File: src/rtl/uart_cmd_initiator.sv
// -----------------------------------------------------------------------------
// uart_cmd_initiator
// Host-side initiator for the memory-access UART command protocol. A single
// read or write request from a local client is serialised into a command
// frame (CMD, [ADDR_HI], ADDR_LO, [DATA_HI, DATA_LO]) through a byte-level
// UART transmitter. For reads, the two response bytes (MSB first) are
// collected from a byte-level UART receiver. If the response stalls, the read
// is aborted by a timeout.
//
// Ports
//   clk, resetn            system clock, asynchronous active-low reset
//   req_valid/req_ready    request handshake (ready only while idle)
//   req_write, req_spram   request kind and target memory type
//   req_select             block select (zero-extended to 6 bits in CMD)
//   req_addr, req_wdata    address (BRAM uses [7:0]) and write data
//   rsp_valid              one-cycle completion pulse
//   rsp_data               read data; 0 for writes and timeouts; held
//   rsp_timeout            qualifies rsp_valid: the read was aborted
//   tx_data/tx_valid       byte and one-cycle strobe to the transmitter
//   tx_busy                transmitter busy (rises the cycle after tx_valid)
//   rx_data/rx_valid       byte and one-cycle strobe from the receiver
//   busy                   high whenever a transaction is in progress
// -----------------------------------------------------------------------------
module uart_cmd_initiator #(
  parameter int MEM_SELECT_BITS = 5,
  parameter int TIMEOUT_CYCLES  = 480_000
) (
  input  logic                       clk,
  input  logic                       resetn,
  input  logic                       req_valid,
  output logic                       req_ready,
  input  logic                       req_write,
  input  logic                       req_spram,
  input  logic [MEM_SELECT_BITS-1:0] req_select,
  input  logic [13:0]                req_addr,
  input  logic [15:0]                req_wdata,
  output logic                       rsp_valid,
  output logic [15:0]                rsp_data,
  output logic                       rsp_timeout,
  output logic [7:0]                 tx_data,
  output logic                       tx_valid,
  input  logic                       tx_busy,
  input  logic [7:0]                 rx_data,
  input  logic                       rx_valid,
  output logic                       busy
);

  localparam int               CNT_W    = (TIMEOUT_CYCLES > 1) ? $clog2(TIMEOUT_CYCLES) : 1;
  localparam logic [CNT_W-1:0] CNT_LAST = CNT_W'(TIMEOUT_CYCLES - 1);

  typedef enum logic [3:0] {
    IDLE         = 4'd0,
    SEND_CMD     = 4'd1,
    SEND_ADDR_HI = 4'd2,
    SEND_ADDR_LO = 4'd3,
    SEND_DATA_HI = 4'd4,
    SEND_DATA_LO = 4'd5,
    TX_DRAIN     = 4'd6,
    RX_HI        = 4'd7,
    RX_LO        = 4'd8,
    RESP         = 4'd9
  } state_t;

  state_t                     r_state;
  state_t                     w_next;
  logic                       r_write;
  logic                       r_spram;
  logic [MEM_SELECT_BITS-1:0] r_select;
  logic [13:0]                r_addr;
  logic [15:0]                r_wdata;
  logic [7:0]                 r_tx_data;
  logic                       r_tx_valid;
  logic [7:0]                 r_rx_hi;
  logic [CNT_W-1:0]           r_cnt;
  logic                       r_rsp_valid;
  logic [15:0]                r_rsp_data;
  logic                       r_rsp_timeout;
  logic                       r_req_ready;
  logic                       r_busy;

  logic                       w_accept;
  logic                       w_send;
  logic [7:0]                 w_byte;
  logic                       w_in_rx;
  logic                       w_expire;
  logic                       w_enter_resp;
  logic [15:0]                w_rsp_data;
  logic                       w_rsp_timeout;

  assign req_ready   = r_req_ready;
  assign busy        = r_busy;
  assign tx_data     = r_tx_data;
  assign tx_valid    = r_tx_valid;
  assign rsp_valid   = r_rsp_valid;
  assign rsp_data    = r_rsp_data;
  assign rsp_timeout = r_rsp_timeout;

  assign w_accept     = req_valid && r_req_ready;
  assign w_in_rx      = (r_state == RX_HI) || (r_state == RX_LO);
  assign w_expire     = (r_cnt == CNT_LAST);
  assign w_enter_resp = (w_next == RESP) && (r_state != RESP);

  // Byte to transmit in the current send state.
  always_comb begin
    w_byte = r_tx_data;
    case (r_state)
      SEND_CMD:     w_byte = {r_write, r_spram, 6'(r_select)};
      SEND_ADDR_HI: w_byte = {2'b00, r_addr[13:8]};
      SEND_ADDR_LO: w_byte = r_addr[7:0];
      SEND_DATA_HI: w_byte = r_wdata[15:8];
      SEND_DATA_LO: w_byte = r_wdata[7:0];
      default:      w_byte = r_tx_data;
    endcase
  end

  // Next-state, strobe and response-value decode.
  // In a send state the strobe is issued only when the transmitter is idle
  // and no strobe was issued last cycle; the state advances the cycle after.
  always_comb begin
    w_next        = r_state;
    w_send        = 1'b0;
    w_rsp_data    = 16'h0000;
    w_rsp_timeout = 1'b0;
    case (r_state)
      IDLE: begin
        if (w_accept) w_next = SEND_CMD;
        else          w_next = IDLE;
      end
      SEND_CMD: begin
        if (r_tx_valid) w_next = r_spram ? SEND_ADDR_HI : SEND_ADDR_LO;
        else            w_send = !tx_busy;
      end
      SEND_ADDR_HI: begin
        if (r_tx_valid) w_next = SEND_ADDR_LO;
        else            w_send = !tx_busy;
      end
      SEND_ADDR_LO: begin
        if (r_tx_valid) w_next = r_write ? SEND_DATA_HI : TX_DRAIN;
        else            w_send = !tx_busy;
      end
      SEND_DATA_HI: begin
        if (r_tx_valid) w_next = SEND_DATA_LO;
        else            w_send = !tx_busy;
      end
      SEND_DATA_LO: begin
        if (r_tx_valid) w_next = TX_DRAIN;
        else            w_send = !tx_busy;
      end
      TX_DRAIN: begin
        if (!tx_busy) w_next = r_write ? RESP : RX_HI;
        else          w_next = TX_DRAIN;
      end
      RX_HI: begin
        // A byte arriving on the expiry cycle wins over the timeout.
        if (rx_valid) begin
          w_next = RX_LO;
        end else if (w_expire) begin
          w_next        = RESP;
          w_rsp_timeout = 1'b1;
        end else begin
          w_next = RX_HI;
        end
      end
      RX_LO: begin
        if (rx_valid) begin
          w_next     = RESP;
          w_rsp_data = {r_rx_hi, rx_data};
        end else if (w_expire) begin
          w_next        = RESP;
          w_rsp_timeout = 1'b1;
        end else begin
          w_next = RX_LO;
        end
      end
      RESP:    w_next = IDLE;
      default: w_next = IDLE;
    endcase
  end

  // State register.
  always_ff @(posedge clk or negedge resetn) begin
    if (!resetn) r_state <= IDLE;
    else         r_state <= w_next;
  end

  // Capture request fields on acceptance so the client may change them.
  always_ff @(posedge clk or negedge resetn) begin
    if (!resetn) begin
      r_write  <= 1'b0;
      r_spram  <= 1'b0;
      r_select <= '0;
      r_addr   <= 14'h0000;
      r_wdata  <= 16'h0000;
    end else if (w_accept) begin
      r_write  <= req_write;
      r_spram  <= req_spram;
      r_select <= req_select;
      r_addr   <= req_addr;
      r_wdata  <= req_wdata;
    end
  end

  // Transmit strobe and byte; the byte holds until the next strobe.
  always_ff @(posedge clk or negedge resetn) begin
    if (!resetn) begin
      r_tx_valid <= 1'b0;
      r_tx_data  <= 8'h00;
    end else begin
      r_tx_valid <= w_send;
      if (w_send) r_tx_data <= w_byte;
    end
  end

  // Inter-byte timeout counter: zero outside the receive states and after
  // every accepted byte, counting up while waiting for one.
  always_ff @(posedge clk or negedge resetn) begin
    if (!resetn)                  r_cnt <= '0;
    else if (!w_in_rx || rx_valid) r_cnt <= '0;
    else                          r_cnt <= r_cnt + {{(CNT_W-1){1'b0}}, 1'b1};
  end

  // High response byte; rsp_data itself only changes when a response issues.
  always_ff @(posedge clk or negedge resetn) begin
    if (!resetn)                          r_rx_hi <= 8'h00;
    else if (r_state == RX_HI && rx_valid) r_rx_hi <= rx_data;
  end

  // Response pulse, data and timeout flag.
  always_ff @(posedge clk or negedge resetn) begin
    if (!resetn) begin
      r_rsp_valid   <= 1'b0;
      r_rsp_timeout <= 1'b0;
      r_rsp_data    <= 16'h0000;
    end else begin
      r_rsp_valid   <= w_enter_resp;
      r_rsp_timeout <= w_enter_resp && w_rsp_timeout;
      if (w_enter_resp) r_rsp_data <= w_rsp_data;
    end
  end

  // Handshake/status flags registered from the next state.
  always_ff @(posedge clk or negedge resetn) begin
    if (!resetn) begin
      r_req_ready <= 1'b1;
      r_busy      <= 1'b0;
    end else begin
      r_req_ready <= (w_next == IDLE);
      r_busy      <= (w_next != IDLE);
    end
  end

endmodule

File: config.mk
export PLATFORM = sky130hd
export DESIGN_NAME = uart_cmd_initiator
export DESIGN_NICKNAME = d
export VERILOG_FILES = /design/src/rtl/uart_cmd_initiator.sv
export SDC_FILE = /design/constraint.sdc
export NUM_CORES = 1
export LEC_CHECK = 0
export BUFFER_PORTS_ARGS = -buffer_cell sky130_fd_sc_hd__buf_4
export CAP_MARGIN = 40
export CORE_ASPECT_RATIO = 2
export CORE_MARGIN = 5
export CORE_UTILIZATION = 60
export DETAILED_ROUTE_END_ITERATION = 8
export PLACE_DENSITY_LB_ADDON = 0.3
export SYNTH_ARGS = -nofsm -noshare
export SYNTH_HDL_FRONTEND = slang
export SYNTH_SLANG_ARGS = --single-unit
File: constraint.sdc
create_clock -name clk -period 3.5 [get_ports clk]
set_input_delay 0.525 -clock clk [delete_from_list [all_inputs] [get_ports clk]]
set_output_delay 0.525 -clock clk [all_outputs]
set_load 0.005 [all_outputs]
==> results.yml <==
outcome:
  status: "completed"
worst_setup_path:
  timing.critical_path.arrival_ps: 2750
  rrSetupSlack_ps: 970
  cp_cell_sequence: "nor3_2 > and3_1 > o21bai_1 > o22ai_4 > a22o_1"
  crit_buf_inv: 0
  endpoint_kind: "flip-flop"
  cpPeakStageDelay_ps: 700
  slowest_stage: "dfrtp_1"
  path_delay_family: "simple AND/OR/NAND/NOR gates"
  cp_max_fo: 29
  start_kind: "flip-flop"
  path_class: "flip-flop to flip-flop"
  critical_path_required_ps: 3720
floorplanning:
  rows: 44
  die_h_um: 132
  core_area_mm2: 0.00727
  die_area_mm2: 0.00932
  ios: 79
  die_w_um: 70.8
  initial_core_util: 0.611
logic_synthesis:
  ys_warn_count: 0
  avgSynthCellArea_um2: 11.8
  async_flop_share: 1.00
  syn_area_mm2: 0.00444
  yosysSeqAreaShare: 0.547
  yosys-top-cells-area: "dfrtp_1 54%, mux2_2 13%, a22o_1 4.3%, nor2_1 2.7%, xor2_1 2.2%"
  synth_most_common_cell: "dfrtp_1"
  yosysUniqueCellTypes: 54
  synth_common_cells: "96 x dfrtp_1, 50 x mux2_2, 32 x nor2_1, 22 x a22o_1, 21 x nand2_1"
  synth_ff_type: "dfrtp_1"
  synth-edff-count: 0
  syn-num-nets: 427
  post-synth-top-area-cell: "dfrtp_1"
  synth_top_area_share: 0.541
  synthCells: 376
  ys_seq_elements: 97
routing:
  drt.antenna.violating_nets: 0
  drcViolationCount: 0
  dr.pass1.iters: 7
  viasPerCell: 5.96
  routed_wl_um: 9980
  route.met2.wl_um: 5540
  met1Wirelength_um: 3610
  dr.first_iter.drc_count: 234
  wl_per_cell_um: 18.4
  dr_total_vias: 3237
  top_layer: "met4"
  wl_met3_um: 471
timing:
  tns_ps: 0
  period_needed_ps: 2530
  rsz0062_at_grt: "no"
  slew_viol_final: 0
  finClkSkew_ps: 7.38
  whs_ps: 53.5
  fmax_ghz: 0.395
  hold_violations: 0
  finalSetupViolations: 0
  max-slew-margin-rel: 0.424
  worst_slew_pin_slew_ps: 865
  period_share: 0.724
pwr:
  p_int_mw: 2.86
  vdd_drop_max_mv: 0.495
  pwr-share-seq: 0.445
  switchingPower_mw: 1.30
  power_mw: 4.16
  p_leak_nw: 2.51
  sw_frac_of_total: 0.312
  clkPwrFrac: 0.257
  p_comb_frac: 0.298
  power.density_mw_per_mm2: 770
place:
  routabilityCongestion: 0.852
  place_hpwl_um: 7040
  port_buffers: 78
  dpl.cell_count: 527
run:
  maxCapViolations: 0
clocking:
  post_cts_buffers: 0
  cts_buffers: 9
  clock_latency_ps: 340
  postCtsHoldBufs: 0
  cts.clk_slew.worst_paths_ps: 70
  post_cts_resized: 0
  cts-root-buf: "clkbuf_16"
  cts_tree: "yes"
  cts_sinks: 97
  h-tree-depth: 3
  cts_max_path_buffers: 2
cells_and_area:
  fin_cells: 543
  fin_nets: 497
  area_growth_pct: 21.8
  n_antenna_cell: 0
  layout-drive-gt1-share: 0.350
hold_path:
  hp-class: "input pin to async pin"
global_routing:
  grt_remaining_overflow: 0
  grt_pass1_wl_um: 16600
  grt_use_total: 0.225
  grt_pass1_vias: 3390
  antenna_found_initial: 0
  grt_max_degree: 59
==> state kept, by name, summed over array words and instances, names as in the netlist <==
| signal | flops |
|---|---|
| r_addr | 14 |
| r_state | 4 |
| rsp_valid | 1 |
| r_cnt | 19 |
| req_ready | 1 |
| r_select | 5 |
| busy | 1 |
| tx_valid | 1 |
| rsp_timeout | 1 |
| rsp_data | 16 |
| tx_data | 8 |
| r_spram | 1 |
| r_write | 1 |
| r_wdata | 16 |
| r_rx_hi | 8 |
==> final timing paths <==
| kind | startpoint | end | cells past startpoint |
|---|---|---|---|
| setup / recovery | r_state[1] | rsp_data[10] | 5 |
| min in group clk | req_write | r_write | 2 |
| hold / removal | resetn | r_cnt[5] | 1 |
| hold reg to reg | r_rx_hi[4] | rsp_data[12] | 1 |
| max in group asynchronous | resetn | r_select[4] | 3 |
| setup reg to reg | r_state[1] | rsp_data[10] | 5 |
==> area by class of cell <==
class / instances / area, um^2
clock buffer: 12 / 256
clock inverter: 4 / 75.1
fill: 508 / 1860
inverter: 7 / 26.3
multi-input combinational: 248 / 1860
sequential: 97 / 2430
tap: 92 / 115
timing repair buffer: 83 / 643
==> power groups by stage <==
stage | registers (mW) | clock network, mW | logic (mW)
5_1_grt | 1.90 | 1.14 | 1.37
4_1_cts | 1.84 | 1.09 | 1.25
6_report | 1.85 | 1.07 | 1.24
3_5_place_dp | 1.86 | 0 | 1.24
3_3_place_gp | 1.84 | 0 | 1.19
2_1_floorplan | 1.68 | 0 | 0.977
==> cell usage in the layout, fill, tap and decap left out, types with 5 or more instances in the layout <==
| cell | count |
|---|---|
| mux2_2 | 50 |
| a21oi_1 | 19 |
| nand3_1 | 9 |
| a222oi_1 | 5 |
| o21ai_0 | 7 |
| clkbuf_16 | 9 |
| a22o_1 | 22 |
| inv_1 | 6 |
| nor2_1 | 32 |
| a211o_1 | 6 |
| o211ai_1 | 5 |
| and3_1 | 7 |
| nand2_1 | 21 |
| dfrtp_1 | 96 |
| nand4_1 | 5 |
| xor2_1 | 11 |
| buf_4 | 82 |
==> kinds of logic after synthesis <==
kind of cell / after synthesis / synth area share
and+or+nand+nor: 100 / 0.119
DFF: 97 / 0.547
AOI/OAI and AO/OA: 82 / 0.141
muxes: 50 / 0.127
buffers and inverters: 31 / 0.0335
xor gates and xnor gates: 15 / 0.0296
adders and majority gates: 1 / 0.00282
==> stage by stage <==
stage,worst slack [ps],cell area [um^2],utilization
6_report,967,5410,0.744
5_1_grt,786,5410,0.744
4_1_cts,1010,5410,0.744
3_5_place_dp,1010,5070,0.698
3_3_place_gp,1150,5050,0.694
2_1_floorplan,1720,4440,-
==> worst reg2reg max path: stages, from the launching register on <==
cell      delay (ps)
dfrtp_1          700
nor3_2           420
and3_1           620
o21bai_1         250
o22ai_4          200
a22o_1           230
==> per-layer routing <==
| layer | track usage | vias to the layer above |
|---|---|---|
| li1 | - | 1513 |
| met5 | 0 | - |
| met4 | 0.115 | 0 |
| met1 | 0.251 | 1577 |
| met3 | 0.0413 | 29 |
| met2 | 0.398 | 118 |
No activity file was read; power rests on OpenSTA's default activity.
